==> src/rtl/countdown_pkg.sv <==
// Shared types and constants for the countdown timer and its display interface.
package countdown_pkg;

    localparam int VALUE_W = 5;
    localparam logic [VALUE_W-1:0] BLANK_CODE = 5'b11111;

    typedef enum logic [1:0] {
        IDLE  = 2'd0,
        RUN   = 2'd1,
        PAUSE = 2'd2,
        DONE  = 2'd3
    } state_e;

    // Clamp a requested preload so the decoder never sees more than two digits.
    function automatic logic [VALUE_W-1:0] satLoad(input logic [VALUE_W-1:0] req,
                                                   input int unsigned maxCount);
        logic [VALUE_W-1:0] maxVal;
        maxVal = VALUE_W'(maxCount);
        return (req > maxVal) ? maxVal : req;
    endfunction

endpackage

==> src/rtl/rise_detect.sv <==
// Single-bit rising-edge detector; history clears on reset so a level held
// high through reset reports an edge on the first cycle afterwards.
module rise_detect (
    input  logic clk,
    input  logic rst,
    input  logic sig_i,
    output logic rise_o
);

    logic prev_q;

    always_ff @(posedge clk) begin
        if (rst) begin
            prev_q <= 1'b0;
        end else begin
            prev_q <= sig_i;
        end
    end

    assign rise_o = sig_i & ~prev_q;

endmodule

==> src/rtl/countdown_timer.sv <==
// Loadable 0..MAX_COUNT countdown timer feeding the two-digit display decoder.
// Optional feature: define COUNTDOWN_BLINK_DONE_EN to blink the display in DONE.
module countdown_timer
    import countdown_pkg::*;
#(
    parameter int TICK_DIV  = 50_000_000,
    parameter int MAX_COUNT = 15,
    parameter int BLINK_DIV = 25_000_000
) (
    input  logic               clk,
    input  logic               rst,
    input  logic [VALUE_W-1:0] load_val,
    input  logic               load,
    input  logic               start,
    input  logic               pause,
    output logic [VALUE_W-1:0] value,
    output logic               running,
    output logic               done
);

    localparam int PRE_W = $clog2(TICK_DIV);
    localparam logic [PRE_W-1:0] PRE_LAST = PRE_W'(TICK_DIV - 1);

    state_e             state_q, state_d;
    logic [VALUE_W-1:0] value_q, value_d;
    logic [PRE_W-1:0]   pre_q, pre_d;
    logic               running_q, running_d;
    logic               done_q, done_d;
    logic               loadRise, startRise, pauseRise;
    logic               tick;

    rise_detect u_loadEdge (
        .clk    (clk),
        .rst    (rst),
        .sig_i  (load),
        .rise_o (loadRise)
    );

    rise_detect u_startEdge (
        .clk    (clk),
        .rst    (rst),
        .sig_i  (start),
        .rise_o (startRise)
    );

    rise_detect u_pauseEdge (
        .clk    (clk),
        .rst    (rst),
        .sig_i  (pause),
        .rise_o (pauseRise)
    );

`ifdef COUNTDOWN_BLINK_DONE_EN
    localparam int BLINK_W = $clog2(2 * BLINK_DIV);
    localparam logic [BLINK_W-1:0] BLINK_LAST = BLINK_W'(2 * BLINK_DIV - 1);
    localparam logic [BLINK_W-1:0] BLINK_HALF = BLINK_W'(BLINK_DIV);

    logic [BLINK_W-1:0] blink_q, blink_d;

    always_ff @(posedge clk) begin
        if (rst) begin
            blink_q <= '0;
        end else begin
            blink_q <= blink_d;
        end
    end
`else
    logic unusedBlinkDiv;
    assign unusedBlinkDiv = ^BLINK_DIV;
`endif

    always_ff @(posedge clk) begin
        if (rst) begin
            state_q   <= IDLE;
            value_q   <= '0;
            pre_q     <= '0;
            running_q <= 1'b0;
            done_q    <= 1'b0;
        end else begin
            state_q   <= state_d;
            value_q   <= value_d;
            pre_q     <= pre_d;
            running_q <= running_d;
            done_q    <= done_d;
        end
    end

    assign tick = (pre_q == PRE_LAST);

    // Event priority: load, then pause, then start, then the prescaler tick.
    always_comb begin
        state_d = state_q;
        value_d = value_q;
        pre_d   = pre_q;
        done_d  = 1'b0;
`ifdef COUNTDOWN_BLINK_DONE_EN
        blink_d = '0;
`endif
        if (loadRise) begin
            state_d = IDLE;
            value_d = satLoad(load_val, MAX_COUNT);
            pre_d   = '0;
        end else begin
            case (state_q)
                IDLE: begin
                    if (startRise && (value_q != '0)) begin
                        state_d = RUN;
                        pre_d   = '0;
                    end
                end
                RUN: begin
                    if (pauseRise) begin
                        state_d = PAUSE;
                    end else if (tick) begin
                        pre_d   = '0;
                        value_d = value_q - VALUE_W'(1);
                        if (value_q == VALUE_W'(1)) begin
                            state_d = DONE;
                            done_d  = 1'b1;
                        end
                    end else begin
                        pre_d = pre_q + PRE_W'(1);
                    end
                end
                PAUSE: begin
                    if (startRise) begin
                        state_d = RUN;
                    end
                end
                DONE: begin
`ifdef COUNTDOWN_BLINK_DONE_EN
                    blink_d = (blink_q == BLINK_LAST) ? '0 : blink_q + BLINK_W'(1);
                    value_d = (blink_d >= BLINK_HALF) ? BLANK_CODE : '0;
`else
                    value_d = '0;
`endif
                end
                default: begin
                    state_d = IDLE;
                end
            endcase
        end
        running_d = (state_d == RUN);
    end

    assign value   = value_q;
    assign running = running_q;
    assign done    = done_q;

endmodule

==> config.mk <==
export PLATFORM = sky130hd
export DESIGN_NAME = countdown_timer
export DESIGN_NICKNAME = d
export VERILOG_FILES = /design/src/rtl/countdown_pkg.sv /design/src/rtl/rise_detect.sv /design/src/rtl/countdown_timer.sv
export SDC_FILE = /design/constraint.sdc
export NUM_CORES = 1
export LEC_CHECK = 0
export BUFFER_PORTS_ARGS = -buffer_cell sky130_fd_sc_hd__buf_2
export CORE_ASPECT_RATIO = 0.5
export CORE_MARGIN = 2
export CORE_UTILIZATION = 63
export DETAILED_ROUTE_END_ITERATION = 12
export PLACE_DENSITY = 0.79
export SYNTH_ARGS = -nofsm -noshare
export SYNTH_HDL_FRONTEND = slang
export SYNTH_HIERARCHICAL = 1
export SYNTH_SLANG_ARGS = --single-unit
export TNS_END_PERCENT = 30
==> constraint.sdc <==
create_clock -name clk -period 6.4 [get_ports clk]
set_clock_uncertainty 0.15 [all_clocks]
set_input_delay 1.92 -clock clk [delete_from_list [all_inputs] [get_ports clk]]
set_output_delay 1.92 -clock clk [all_outputs]
set_load 0.02 [all_outputs]
==> flow_summary.yaml, run 1 <==
sta:
  tightest_slew_ns: 1.187
  fin_crit_ns: 3.916
  finalSetupTns_ns: 0
  drv_slew: 0
  timing.final.crit_share: 0.6118
  setup_viol: 0
  relSlewSlack: 0.2089
  fin_hold_ws_ns: 0.3358
  clock.fmax_ghz: 0.2554
  final_hold_viol_count: 0
  rsz0062_at_grt: "no"
placement:
  io_buffers: 16
  dpl.cell_count: 285
  post-dp-hpwl_microns: 3110
  routabilityCongestion: 0.8477
grt:
  grt_max_degree: 18
  first_global_vias: 1633
  track_usage: 0.2604
  grt_first_pass_wirelength_microns: 7534
  grt_overflow_total: 0
  antenna_found_initial: 0
logic_synthesis:
  synth_warnings: 6
  syn-instance-count: 236
  ys_top_cells_by_area: "dfxtp_1 (37%), xor2_1 (5.6%), nor2_1 (4.8%)"
  synthArstFlopShare: 0
  synth_area_sq_mm: 0.002032
  ys_seq_area_frac: 0.3744
  synth_top_area_frac: 0.3744
  synth_cell_types: 42
  synth_enable_flop_cells: 0
  synth_nets: 250
  synth_seq_cells: 38
  yosysTopAreaCell: "dfxtp_1"
  synth.avg_cell_area_sq_um: 8.610
  synthFlopType: "dfxtp_1"
worst_setup_path:
  cp_max_fo: 17
  required_ns: 6.44
  cp_num_buf_inv: 1
  critPathTopFamily: "compound AO/OA/AOI/OAI gates"
  worstPathCellList: "buf_2, nor2b_4, nand2b_1, a311oi_2, nand2_1, o21ai_0, a21oi_1"
  cpPeakStageDelay_ns: 1.04
  arrival_ns: 3.95
  crit_slowest_cell: "a311oi_2"
  start_kind: "input port"
  worstSetupPathType: "in -> reg"
  critPathCaptureType: "register"
drt:
  num_vias: 1793
  drt_iter0_markers: 91
  drc: 0
  routedWlPerCell_microns: 15.34
  routed_via_density: 6.119
  drt_first_pass_iters: 4
  wirelength_microns: 4496
  detail-route-antenna-nets: 0
cells_and_area:
  num-fill-cells: 234
  final_cells: 293
  areaGrowthSynthToFinish_pct: 11.76
  final_nets: 266
  drive_gt1_frac: 0.1423
  antenna-diode-count: 0
  fin_util: 0.7494
floorplan:
  die_y_microns: 44.16
  coreArea_sq_mm: 0.003030
  start_util: 0.6705
  row_count: 14
  ioPinCount: 17
  dieArea_sq_mm: 0.003723
  die_w_microns: 84.32
clock_network:
  cts-resized-gates: 0
  cts_setup_buffers: 0
  cts_tree: "yes"
  cts.htree.levels: 2
  cts-root-buf: "clkbuf_8"
  path_clk_slew_ns: 0.08
  cts_hold_buf: 0
  cts_inserted_buffers: 5
  cts.sinks: 38
  clockBufferDepth: 2
  insertion_delay_ns: 0.29
power_and_ir_drop:
  vdd_drop_max_mv: 0.1553
  power_density_mw_per_mm2: 242.7
  leakagePower_nw: 0.8503
  finalPower_mw: 0.5512
job:
  maxCapViolCount: 0
status:
  outcome: "finished, final reports clean"
hold_path:
  hp-class: "reg -> reg"
-- where the power goes --
part,leakage [nW],switching [mW],internal (mW)
sequential,0.308,0.00507,0.241
combinational,0.471,0.0325,0.0191
clock,0.0714,0.0877,0.166
-- final timing paths --
kind                          startpoint                      to  slack, ns  cells after the start
hold / removal    pre_q[25]$_SDFFE_PP0P_  pre_q[25]$_SDFFE_PP0P_       0.34                      1
setup / recovery                   pause  pre_q[11]$_SDFFE_PP0P_       2.48                      7
hold reg to reg   pre_q[25]$_SDFFE_PP0P_  pre_q[25]$_SDFFE_PP0P_       0.34                      1
setup reg to reg   pre_q[2]$_SDFFE_PP0P_  pre_q[12]$_SDFFE_PP0P_       3.65                      6
-- synthesized netlist by cell type, types with 2 or more instances --
cell type / count
buf_2: 3
o21ai_0: 9
a31oi_1: 6
o21a_1: 2
ha_1: 4
nand3_1: 12
nor2b_1: 3
a221oi_1: 3
dfxtp_1: 38
nor4_1: 5
a21oi_1: 8
a21o_1: 5
nor4b_1: 2
clkbuf_1: 4
nor2_1: 26
and2_1: 3
a211oi_1: 2
nor2b_4: 6
nand2_1: 15
xnor2_1: 4
nand2b_1: 3
nand4_1: 14
inv_1: 5
nor3_1: 9
and4_1: 5
o31ai_1: 2
o31a_1: 3
and3_1: 8
nand3b_1: 2
xor2_1: 13
-- layout by cell type (no fill, tap or decap), drive strengths merged, types with 2 or more instances in the layout --
cell type,synthesis,routed
nor2b,9,9
and3,8,8
nand2b,3,3
inv,5,5
nand4,14,14
nor4b,3,3
nor3,9,9
xor2,13,13
nand3,13,13
a21oi,8,8
a31oi,6,6
nor4,5,5
ha,4,4
and4,5,5
a21o,5,5
nand3b,2,2
nor2,26,26
xnor2,4,4
and2,3,3
a211oi,2,2
a221oi,3,3
o31ai,2,2
o21a,2,2
o21ai,9,9
clkbuf,4,6
o31a,3,3
buf,4,17
bufinv,0,2
nand2,15,15
dfxtp,38,38
-- through the flow --
stage          cell area (sq um)  setup slack (ns)
2_1_floorplan               2032             2.806
3_3_place_gp                2128             2.242
3_5_place_dp                2128             2.200
4_1_cts                     2271             2.504
5_1_grt                     2271             2.256
6_report                    2271             2.484
-- registers in the layout (all words and copies together), names as in the netlist --
name,count
pre_q,26
value,5
state_q,2
done,1
running,1
u_loadEdge/prev_q,1
u_pauseEdge/prev_q,1
u_startEdge/prev_q,1
-- metal layers --
layer / up-vias / GRT usage / share of wire
met5: - / 0 / 0
li1: 901 / - / -
met4: 0 / 0.08710 / 0.0044
met2: 73 / 0.4175 / 0.45
met1: 815 / 0.3469 / 0.47
met3: 4 / 0.07463 / 0.074
-- cell type report --
cell class / instances / area (sq um) / share of cell area
clock inverters: 2 / 60.06 / 0.02645
well taps: 40 / 50.05 / 0.02204
flip-flops and latches: 38 / 760.7 / 0.3350
repair buffers: 17 / 87.58 / 0.03857
clock buffers: 6 / 82.58 / 0.03636
multi-input cells: 185 / 1211 / 0.5333
inverters: 5 / 18.77 / 0.008264
-- logic make-up after synthesis --
kind of cell,count (synthesis),share of synthesized area
AND/OR/NAND/NOR,119,0.3467
AO/OA/AOI/OAI,45,0.1515
flip-flops,38,0.3744
XOR/XNOR,17,0.07327
buffers and inverters,13,0.02955
adder cells (fa/ha/maj),4,0.02463
Note: power is estimated with default switching activity, not from simulation.
==> inputs of run 2 (changes only) <==
--- a/config.mk
+++ b/config.mk
@@ -8,9 +8,9 @@
 export BUFFER_PORTS_ARGS = -buffer_cell sky130_fd_sc_hd__buf_2
 export CORE_ASPECT_RATIO = 0.5
 export CORE_MARGIN = 2
-export CORE_UTILIZATION = 63
+export CORE_UTILIZATION = 53
 export DETAILED_ROUTE_END_ITERATION = 12
-export PLACE_DENSITY = 0.79
+export PLACE_DENSITY = 0.71
 export SYNTH_ARGS = -nofsm -noshare
 export SYNTH_HDL_FRONTEND = slang
 export SYNTH_HIERARCHICAL = 1
==> constraint.sdc (replaced) <==
create_clock -name clk -period 3.5 [get_ports clk]
set_clock_uncertainty 0.15 [all_clocks]
set_input_delay 1.05 -clock clk [delete_from_list [all_inputs] [get_ports clk]]
set_output_delay 1.05 -clock clk [all_outputs]
set_load 0.02 [all_outputs]
==> run 2 against run 1 <==
Total power increased by 49%. Utilization down 11 points. Final cell count is 5.1% higher. Via count rose by 0.11%. Clock power is 7.9% higher. Critical endpoint is now pre_q[24]$_SDFFE_PP0P_. Largest cell class unchanged. Highest routed layer unchanged.
==> flow_summary.yaml, run 2 (synthesis gave the netlist of run 1 again) <==
floorplan:
  start_util: 0.5728
  die_w_microns: 91.57
  dieArea_sq_mm: 0.004375
  die_y_microns: 47.79
  row_count: 15
  ioPinCount: 17
  coreArea_sq_mm: 0.003547
clock_network:
  cts_hold_buf: 0
  cts_inserted_buffers: 5
  cts.htree.levels: 2
  path_clk_slew_ns: 0.07
  cts.sinks: 38
  clockBufferDepth: 2
  cts-root-buf: "clkbuf_8"
  cts_setup_buffers: 0
  cts_tree: "yes"
  cts-resized-gates: 0
  insertion_delay_ns: 0.28
grt:
  grt_overflow_total: 0
  grt_first_pass_wirelength_microns: 7134
  grt_max_degree: 18
  antenna_found_initial: 0
  first_global_vias: 1521
  track_usage: 0.2121
sta:
  timing.final.crit_share: 0.7484
  drv_slew: 0
  clock.fmax_ghz: 0.3818
  tightest_slew_ns: 0.5951
  setup_viol: 0
  finalSetupTns_ns: 0
  relSlewSlack: 0.5996
  fin_crit_ns: 2.620
  final_hold_viol_count: 0
  rsz0062_at_grt: "no"
worst_setup_path:
  cp_num_buf_inv: 1
  required_ns: 3.53
  arrival_ns: 2.65
  crit_slowest_cell: "a311o_1"
  cp_max_fo: 12
  critPathCaptureType: "register"
  worstPathCellList: "buf_2, nor2b_4, nand2b_1, a311o_1, nor4_1, xnor2_1, nor2_1"
  cpPeakStageDelay_ns: 0.53
  start_kind: "input port"
  worstSetupPathType: "in -> reg"
  critPathTopFamily: "simple AND/OR/NAND/NOR gates"
power_and_ir_drop:
  vdd_drop_max_mv: 0.2582
  power_frac_comb: 0.121
  power_density_mw_per_mm2: 364.8
  switching_share: 0.2519
  seqPwrFrac: 0.546
  clockPowerShare: 0.333
  p_int_mw: 0.6157
  leakagePower_nw: 0.8419
  p_switching_mw: 0.2073
  finalPower_mw: 0.8230
cells_and_area:
  areaGrowthSynthToFinish_pct: 11.02
  top_register: "pre_q"
  layout_common_cells: "dfxtp_1 (38), nor2_1 (26), buf_2 (16)"
  num-fill-cells: 326
  antenna-diode-count: 0
  final_nets: 271
  fin_util: 0.6360
  largest_reg_flops: 26
  final_common_cell: "dfxtp_1"
  drive_gt1_frac: 0.1479
placement:
  post-dp-hpwl_microns: 3110
  routabilityCongestion: 0.8076
  io_buffers: 16
drt:
  routedWlPerCell_microns: 14.09
  routed_via_density: 5.828
  drt_first_pass_iters: 4
  detail-route-antenna-nets: 0
  drc: 0
  wirelength_microns: 4340
  num_vias: 1795
  drt_iter0_markers: 148
hold_path:
  hp-class: "reg -> reg"
status:
  outcome: "finished, final reports clean"
job:
  maxCapViolCount: 0
run 2: cell type report:
cell class | count | area, sq um | area share
multi-input cells | 185 | 1211 | 0.5369
flip-flops and latches | 38 | 760.7 | 0.3372
repair buffers | 22 | 125.1 | 0.05546
clock buffers | 7 | 76.32 | 0.03383
well taps | 51 | 63.81 | 0.02829
inverters | 5 | 18.77 | 0.008319
run 2: path summary, 6_finish.rpt:
kind / from / to / slack (ns) / cells past startpoint
setup / recovery: pause / pre_q[24]$_SDFFE_PP0P_ / 0.88 / 7
setup reg to reg: pre_q[20]$_SDFFE_PP0P_ / value[4]$_SDFFE_PP0P_ / 1.06 / 5
hold / removal: pre_q[25]$_SDFFE_PP0P_ / pre_q[25]$_SDFFE_PP0P_ / 0.33 / 1
hold reg to reg: pre_q[25]$_SDFFE_PP0P_ / pre_q[25]$_SDFFE_PP0P_ / 0.33 / 1
run 2: power by group through the flow:
stage               combinational, mW  clock (mW)  sequential [mW]
finish                         0.0997       0.274            0.450
global route                    0.109       0.307            0.451
CTS                            0.0997       0.289            0.449
detailed placement             0.0987           0            0.459
global placement               0.0976           0            0.459
floorplan                      0.0627           0            0.463
run 2: metal layers:
| metal | global-route usage | part of all wire | up-vias |
|---|---|---|---|
| met5 | 0 | 0 | - |
| met4 | 0.07273 | 0.0083 | 0 |
| met3 | 0.05512 | 0.056 | 4 |
| met2 | 0.3294 | 0.41 | 40 |
| met1 | 0.2945 | 0.53 | 844 |
| li1 | - | - | 907 |
run 2: metrics by stage:
step,setup slack (ns),area [sq um],hold slack (ns),instances
4_1_cts,0.8971,2256,0.3308,308
3_5_place_dp,0.5897,2180,0.3204,301
2_1_floorplan,0.7756,2032,0.2893,236
3_3_place_gp,0.6384,2180,0.3141,301
6_report,0.8805,2256,0.3343,308
5_1_grt,0.7917,2256,0.3586,308
